===== config.mk =====
export PLATFORM = sky130hd
export DESIGN_NAME = apb_slave_regfile_flat
export DESIGN_NICKNAME = d
export VERILOG_FILES = /design/src/rtl/apb_slave_pkg.sv /design/src/rtl/apb_slave_regfile_if.sv /design/src/rtl/apb_slave_reg_bank.sv /design/src/rtl/apb_slave_regfile.sv /design/src/flat_wrapper.sv
export SDC_FILE = /design/constraint.sdc
export NUM_CORES = 1
export LEC_CHECK = 0
export ABC_AREA = 1
export BUFFER_PORTS_ARGS = -buffer_cell sky130_fd_sc_hd__buf_2
export CORE_MARGIN = 4
export CORE_UTILIZATION = 47
export CTS_CLUSTER_SIZE = 25
export DETAILED_ROUTE_END_ITERATION = 16
export PLACE_DENSITY = 0.72
export SYNTH_ARGS = -nofsm -noshare
export SYNTH_HDL_FRONTEND = slang
export SYNTH_HIERARCHICAL = 1
export SYNTH_SLANG_ARGS = --single-unit

===== constraint.sdc =====
create_clock -name pclk -period 3.7 [get_ports pclk]
set_input_delay 0.37 -clock pclk [delete_from_list [all_inputs] [get_ports pclk]]
set_output_delay 0.37 -clock pclk [all_outputs]
set_load 0.02 [all_outputs]

===== src/rtl/apb_slave_pkg.sv =====
// Shared types, constants and address decode for the APB register-file completer.
package apb_slave_pkg;

    typedef enum logic {
        IDLE   = 1'b0,
        ACCESS = 1'b1
    } apb_slv_state_e;

    localparam logic [31:0] APB_SLV_ID = 32'hA5B0_0001;

    // Error when misaligned, beyond the register bank, or a write to the ID register.
    function automatic logic apb_slv_decode_err(input logic [31:0] addr,
                                                input logic        write,
                                                input int unsigned num_regs = 16);
        logic [29:0] idx;
        idx = addr[31:2];
        return (addr[1:0] != 2'b00) || (32'(idx) >= num_regs) || (write && (idx == '0));
    endfunction

endpackage


===== src/rtl/apb_slave_regfile_if.sv =====
// APB4 bus bundle between the master VIP and the register-file completer.
interface apb_slave_regfile_if #(
    parameter int unsigned ADDR_WIDTH = 8,
    parameter int unsigned DATA_WIDTH = 32
) ();
    logic                    psel;
    logic                    penable;
    logic                    pwrite;
    logic [ADDR_WIDTH-1:0]   paddr;
    logic [DATA_WIDTH-1:0]   pwdata;
    logic [DATA_WIDTH/8-1:0] pstrb;
    logic [2:0]              pprot;
    logic [DATA_WIDTH-1:0]   prdata;
    logic                    pready;
    logic                    pslverr;

    modport master (
        output psel, penable, pwrite, paddr, pwdata, pstrb, pprot,
        input  prdata, pready, pslverr
    );

    modport slave (
        input  psel, penable, pwrite, paddr, pwdata, pstrb, pprot,
        output prdata, pready, pslverr
    );
endinterface


===== src/rtl/apb_slave_reg_bank.sv =====
// Register storage with per-byte writes and synchronous clear; register 0 reads as a constant ID.
module apb_slave_reg_bank #(
    parameter int unsigned NUM_REGS = 16,
    parameter int unsigned IDX_W    = 6,
    parameter logic [31:0] ID_VALUE = 32'hA5B0_0001
) (
    input  logic             clk,
    input  logic             clr,
    input  logic             we,
    input  logic [IDX_W-1:0] wr_idx,
    input  logic [3:0]       wstrb,
    input  logic [31:0]      wdata,
    input  logic [IDX_W-1:0] rd_idx,
    output logic [31:0]      rd_data_c
);
    logic [31:0] regs [1:NUM_REGS-1];

    always_ff @(posedge clk) begin
        if (clr) begin
            for (int unsigned i = 1; i < NUM_REGS; i++) regs[i] <= '0;
        end else if (we) begin
            for (int unsigned i = 1; i < NUM_REGS; i++) begin
                if (wr_idx == IDX_W'(i)) begin
                    for (int unsigned b = 0; b < 4; b++) begin
                        if (wstrb[b]) regs[i][8*b +: 8] <= wdata[8*b +: 8];
                    end
                end
            end
        end
    end

    // Out-of-range indices read as zero.
    always_comb begin
        rd_data_c = '0;
        if (rd_idx == '0) rd_data_c = ID_VALUE;
        for (int unsigned i = 1; i < NUM_REGS; i++) begin
            if (rd_idx == IDX_W'(i)) rd_data_c = regs[i];
        end
    end
endmodule


===== src/rtl/apb_slave_regfile.sv =====
// APB4 completer: fixed wait states, byte strobes and pslverr decode over a small register bank.
module apb_slave_regfile
    import apb_slave_pkg::*;
#(
    parameter int unsigned ADDR_WIDTH  = 8,
    parameter int unsigned DATA_WIDTH  = 32,
    parameter int unsigned NUM_REGS    = 16,
    parameter int unsigned WAIT_CYCLES = 1,
    parameter logic [31:0] ID_VALUE    = APB_SLV_ID
) (
    input  logic                pclk,
    input  logic                preset,
    apb_slave_regfile_if.slave  apb
);
    localparam int unsigned IDX_W  = ADDR_WIDTH - 2;
    localparam int unsigned STRB_W = DATA_WIDTH / 8;

    apb_slv_state_e          state;
    logic [3:0]              cnt;
    logic                    lat_write;
    logic [ADDR_WIDTH-1:0]   lat_addr;
    logic [DATA_WIDTH-1:0]   lat_wdata;
    logic [STRB_W-1:0]       lat_strb;
    logic                    pready_q;
    logic                    pslverr_q;
    logic [DATA_WIDTH-1:0]   prdata_q;

    logic [ADDR_WIDTH-1:0]   addr_sel_c;
    logic                    write_sel_c;
    logic                    err_c;
    logic [31:0]             rd_data_c;
    logic [DATA_WIDTH-1:0]   resp_data_c;
    logic                    we_c;
    logic                    unused_pprot;

    // With zero wait states the response is formed from the live setup-phase inputs.
    assign addr_sel_c  = (state == IDLE) ? apb.paddr  : lat_addr;
    assign write_sel_c = (state == IDLE) ? apb.pwrite : lat_write;
    assign err_c       = apb_slv_decode_err(32'(addr_sel_c), write_sel_c, NUM_REGS);
    assign resp_data_c = (write_sel_c || err_c) ? '0 : DATA_WIDTH'(rd_data_c);
    assign we_c        = (state == ACCESS) && pready_q && apb.psel && apb.penable
                         && lat_write && !err_c;
    assign unused_pprot = ^apb.pprot;

    assign apb.pready  = pready_q;
    assign apb.pslverr = pslverr_q;
    assign apb.prdata  = prdata_q;

    apb_slave_reg_bank #(
        .NUM_REGS (NUM_REGS),
        .IDX_W    (IDX_W),
        .ID_VALUE (ID_VALUE)
    ) u_bank (
        .clk       (pclk),
        .clr       (preset),
        .we        (we_c),
        .wr_idx    (lat_addr[ADDR_WIDTH-1:2]),
        .wstrb     (lat_strb),
        .wdata     (lat_wdata),
        .rd_idx    (addr_sel_c[ADDR_WIDTH-1:2]),
        .rd_data_c (rd_data_c)
    );

    always_ff @(posedge pclk) begin
        if (preset) begin
            state     <= IDLE;
            cnt       <= '0;
            lat_write <= 1'b0;
            lat_addr  <= '0;
            lat_wdata <= '0;
            lat_strb  <= '0;
            pready_q  <= 1'b0;
            pslverr_q <= 1'b0;
            prdata_q  <= '0;
        end else begin
            case (state)
                IDLE: begin
                    pready_q  <= 1'b0;
                    pslverr_q <= 1'b0;
                    prdata_q  <= '0;
                    if (apb.psel && !apb.penable) begin
                        state     <= ACCESS;
                        lat_write <= apb.pwrite;
                        lat_addr  <= apb.paddr;
                        lat_wdata <= apb.pwdata;
                        lat_strb  <= apb.pstrb;
                        cnt       <= 4'(WAIT_CYCLES);
                        if (WAIT_CYCLES == 0) begin
                            pready_q  <= 1'b1;
                            pslverr_q <= err_c;
                            prdata_q  <= resp_data_c;
                        end
                    end
                end
                ACCESS: begin
                    if (!apb.psel || pready_q) begin
                        // Abort or completion: both return to IDLE with outputs cleared.
                        state     <= IDLE;
                        cnt       <= '0;
                        pready_q  <= 1'b0;
                        pslverr_q <= 1'b0;
                        prdata_q  <= '0;
                    end else if (apb.penable && (cnt != 4'd0)) begin
                        cnt <= cnt - 4'd1;
                        if (cnt == 4'd1) begin
                            pready_q  <= 1'b1;
                            pslverr_q <= err_c;
                            prdata_q  <= resp_data_c;
                        end
                    end
                end
                default: state <= IDLE;
            endcase
        end
    end
endmodule


===== src/flat_wrapper.sv =====
// flat-port wrapper written by rule: the top's interface ports become plain ports
module apb_slave_regfile_flat import apb_slave_pkg::*;
#(
    parameter int unsigned ADDR_WIDTH  = 8,
    parameter int unsigned DATA_WIDTH  = 32,
    parameter int unsigned NUM_REGS    = 16,
    parameter int unsigned WAIT_CYCLES = 1,
    parameter logic [31:0] ID_VALUE    = APB_SLV_ID
)
  (pclk, preset, apb_psel, apb_penable, apb_pwrite, apb_paddr, apb_pwdata, apb_pstrb, apb_pprot, apb_prdata, apb_pready, apb_pslverr);
  apb_slave_regfile_if #(.ADDR_WIDTH(ADDR_WIDTH), .DATA_WIDTH(DATA_WIDTH)) apb_i ();
  input  logic pclk;
  input  logic preset;
  input wire logic [$bits(apb_i.psel)-1:0] apb_psel;
  input wire logic [$bits(apb_i.penable)-1:0] apb_penable;
  input wire logic [$bits(apb_i.pwrite)-1:0] apb_pwrite;
  input wire logic [$bits(apb_i.paddr)-1:0] apb_paddr;
  input wire logic [$bits(apb_i.pwdata)-1:0] apb_pwdata;
  input wire logic [$bits(apb_i.pstrb)-1:0] apb_pstrb;
  input wire logic [$bits(apb_i.pprot)-1:0] apb_pprot;
  output wire logic [$bits(apb_i.prdata)-1:0] apb_prdata;
  output wire logic [$bits(apb_i.pready)-1:0] apb_pready;
  output wire logic [$bits(apb_i.pslverr)-1:0] apb_pslverr;
  assign apb_i.psel = apb_psel;
  assign apb_i.penable = apb_penable;
  assign apb_i.pwrite = apb_pwrite;
  assign apb_i.paddr = apb_paddr;
  assign apb_i.pwdata = apb_pwdata;
  assign apb_i.pstrb = apb_pstrb;
  assign apb_i.pprot = apb_pprot;
  assign apb_prdata = apb_i.prdata;
  assign apb_pready = apb_i.pready;
  assign apb_pslverr = apb_i.pslverr;
  apb_slave_regfile #(.ADDR_WIDTH(ADDR_WIDTH), .DATA_WIDTH(DATA_WIDTH), .NUM_REGS(NUM_REGS), .WAIT_CYCLES(WAIT_CYCLES), .ID_VALUE(ID_VALUE)) u_core (.pclk(pclk), .preset(preset), .apb(apb_i));
endmodule

==> flow_metrics.py <==
metrics = {
    "status": {
        "outcome": "finished, final reports clean",
    },
    "power_and_ir_drop": {
        "power_density_mw_per_mm2": 484.3,
        "ir_drop_uv": 324.7,
        "power_leakage_nw": 10.75,
        "power.total_mw": 13.67,
    },
    "setup_path": {
        "end_kind": "flop",
        "cp_num_cells": 17,
        "cp_data_arrival_time_ns": 3.98,
        "reg2reg_depth": 17,
        "cp-startpoint": "u_core/state$_SDFF_PP0_",
        "crit_slowest_cell": "nor2_2",
        "crit_type": "reg -> reg",
        "cp-endpoint": "u_core/apb.prdata[30]$_SDFFE_PP0P_",
        "cp_top_family": "simple AND/OR/NAND/NOR gates",
        "r2r-start": "u_core/state$_SDFF_PP0_",
        "crit_path_frequent_cell": "nand2_1",
        "cp-start-kind": "flop",
        "worst_ep_required_time_ns": 4.27,
        "max_stage_delay_ns": 0.61,
        "cp_max_fo": 13,
        "crit_chain": "inv_2, nand2_2, nand2_2, nor2_2, buf_4, nand2_1, nor2_2, nand2_1, nand3_1, nor2_1, nand4_1, nor2_1, nand4_1, nand2_1, nand4_1, nand3_1, nand2_1",
        "timing.rr.end": "u_core/apb.prdata[30]$_SDFFE_PP0P_",
        "path_buf_inv": 2,
        "reg2reg_slack_ns": 0.28,
    },
    "layout": {
        "nFillCells": 4483,
        "syn_to_final_growth_pct": 13.83,
        "final_nets": 2809,
        "final_layout_size_suffix_gt1_share_pct": 11.99,
        "final_cell_area_mm2": 0.02823,
    },
    "route": {
        "vias": 19000,
        "vias_per_cell": 5.453,
        "ant_nets": 0,
        "finalWirelength_um": 68660,
        "drc": 0,
        "firstDrtPassIters": 6,
        "dr.first_iter.drc_count": 2137,
        "drt-wirelength-per-cell_um": 19.70,
    },
    "sta": {
        "finalMaxSlewViolations": 0,
        "skew_ns": 0.02048,
        "setup_viol": 0,
        "hold_viol": 0,
        "finalSetupTns_ns": 0,
        "fin_crit_sh_pct": 92.32,
        "rsz0062_at_grt": "no",
        "fin_crit_ns": 3.416,
        "max_slew_margin_pct": 32.30,
        "fmax_mhz": 292.8,
        "worstMarginPinSlew_ns": 1.016,
    },
    "clock_network": {
        "clockBufferDepth": 3,
        "clkTransAtPathRegs_ns": 0.06,
        "cts_tree": "yes",
        "clk_latency_ns": 0.63,
        "cts_buffers": 58,
        "cts.sinks": 564,
        "h-tree-depth": 2,
        "cts-root-buf": "clkbuf_16",
    },
    "global_routing": {
        "grt_usage_pct": 23.90,
        "antenna_found_initial": 1,
        "grt_pass1_vias": 18630,
        "grt_pass1_wl_um": 104100,
        "grt_overflow_total": 0,
        "grt_max_degree": 63,
    },
    "floorplanning": {
        "die_y_um": 237.7,
        "initial_core_util_pct": 47.86,
        "core_area_mm2": 0.05182,
        "die_x_um": 237.7,
        "die_area_mm2": 0.05651,
        "ioPinCount": 86,
        "rows": 83,
    },
    "placement": {
        "dp_hpwl_um": 45910,
        "port-buffer-count": 82,
        "place_area_mm2": 0.02634,
        "gp_congestion": 0.9296,
    },
    "synthesis": {
        "synth-warning-count": 6,
        "synthCells": 2630,
        "yosys.cell_types.count": 27,
        "avgSynthCellArea_um2": 9.431,
        "synthTopCellsByArea": "edfxtp_1 (58%), nor2_1 (10%), nand2_1 (8.4%)",
        "ys_ff_latch": 564,
        "synth_top_area_share_pct": 58.11,
        "seq_area_frac_synth_pct": 64.89,
        "syn_area_mm2": 0.02480,
        "synth_area_leader_cell": "edfxtp_1",
        "syn-num-nets": 2684,
    },
    "hold_path": {
        "worstHoldPathType": "in -> reg",
    },
    "flow_run": {
        "drv_cap": 0,
    },
}
==> Yosys cell counts, drive strengths merged <==
cell    instances
nor3            6
edfxtp        480
nand2         557
dfxtp          84
clkbuf         90
nand3         139
inv           254
o21ai         106
nor2          681
a21oi          62
buf            37
nand4         109
ha              2
or2            23
==> worst min path at each step <==
stage	from	endpoint	slack, ns	cells after the start
2_1_floorplan	u_core/lat_wdata[0]$_SDFFE_PP0P_	u_core/lat_wdata[0]$_SDFFE_PP0P_	0.42	2
3_3_place_gp	u_core/lat_wdata[19]$_SDFFE_PP0P_	u_core/lat_wdata[19]$_SDFFE_PP0P_	0.43	2
3_5_place_dp	u_core/apb.prdata[7]$_SDFFE_PP0P_	u_core/apb.prdata[7]$_SDFFE_PP0P_	0.43	2
4_1_cts	apb_pwdata[31]	u_core/lat_wdata[31]$_SDFFE_PP0P_	0.004	3
5_1_grt	apb_pwdata[31]	u_core/lat_wdata[31]$_SDFFE_PP0P_	0.03	3
6_report	apb_pwdata[31]	u_core/lat_wdata[31]$_SDFFE_PP0P_	0.03	3
==> final cells by class <==
cell class                      instances  area [um2]  share of cell area, %
Sequential cell                       564       16100                  57.01
Multi-Input combinational cell       1686        7224                  25.59
Clock buffer                           78        1640                  5.810
Timing Repair Buffer                  191        1246                  4.414
Inverter                              254       953.4                  3.377
Tap cell                              680       850.8                  3.014
Clock inverter                         30       216.5                 0.7667
Antenna cell                            2       5.005                0.01773
==> metrics by stage <==
step                      hold WS, ns  setup slack [ns]  instances  util, %
after floorplan                0.4237            0.9642       2630        -
after global placement         0.4339            0.3217       3372    50.84
after detailed placement       0.4342            0.2399       3372    50.84
after CTS                    0.004202            0.1787       3482    54.46
after global routing          0.03135           0.09998       3483    54.47
final                         0.03006            0.2842       3485    54.48
==> state kept, by name, indices dropped and copies added (netlist names) <==
register	count
u_core/lat_addr	8
u_core/state	1
u_core/cnt	4
u_core/lat_write	1
u_core/u_bank/regs	480
u_core/lat_strb	4
u_core/apb.prdata	32
u_core/apb.pready	1
u_core/apb.pslverr	1
u_core/lat_wdata	32
==> what timing repair did <==
item,4_1_cts,5_1_grt
buffers inserted,0,0
setup endpoints to repair,0,31
endpoints found under the hold margin,2,0
resized for setup,0,1
hold buffers,2,0
==> report_power, final <==
group / internal [mW] / total [mW] / switching [mW]
clock: 3.25 / 5.67 / 2.42
combinational: 0.200 / 0.831 / 0.631
sequential: 7.09 / 7.17 / 0.0820
total: 10.5 / 13.7 / 3.13
==> metal layers <==
| metal | share of wire [%] | GRT usage (%) | vias up | routed length [um] |
|---|---|---|---|---|
| met1 | 40 | 30.94 | 9076 | 27260 |
| met3 | 9.7 | 5.755 | 169 | 6661 |
| li1 | - | - | 8871 | - |
| met2 | 46 | 38.72 | 887 | 31880 |
| met4 | 4.2 | 10.21 | 0 | 2855 |
| met5 | 0 | 0 | - | 0 |
==> worst reg2reg max path, delay by kind of cell (launching register included) <==
kind	cells	cell delay, ns
buffers and inverters	2	0.43
flip-flops	1	0.52
AND/OR/NAND/NOR	15	2.41
==> kinds of logic after synthesis <==
group           count (synthesis)  share of synthesized area [%]
buf+inv                       381                          6.104
compound gates                168                          3.390
simple gates                 1515                          25.51
flops                         564                          64.89
fa+ha+maj                       2                         0.1009
==> placed cells by master (no fill, tap or decap), types with 4 or more instances in the layout <==
cell type | netlist | routed
buf_4 | 1 | 106
clkinv_2 | 0 | 11
nand3_1 | 131 | 131
nand2_2 | 4 | 4
nor2_2 | 6 | 14
or2_2 | 20 | 20
nor3_1 | 5 | 5
nand3_2 | 8 | 7
clkbuf_8 | 0 | 5
dfxtp_1 | 84 | 83
buf_2 | 22 | 82
clkbuf_1 | 90 | 12
clkbuf_16 | 0 | 61
edfxtp_1 | 480 | 480
inv_2 | 6 | 7
a21oi_1 | 62 | 62
nand2_1 | 552 | 552
inv_1 | 248 | 245
o21ai_0 | 105 | 105
nand4_1 | 109 | 109
nor2_4 | 6 | 6
nor2_1 | 669 | 662
clkinv_1 | 0 | 13
Power figures use the tool's default switching activity.
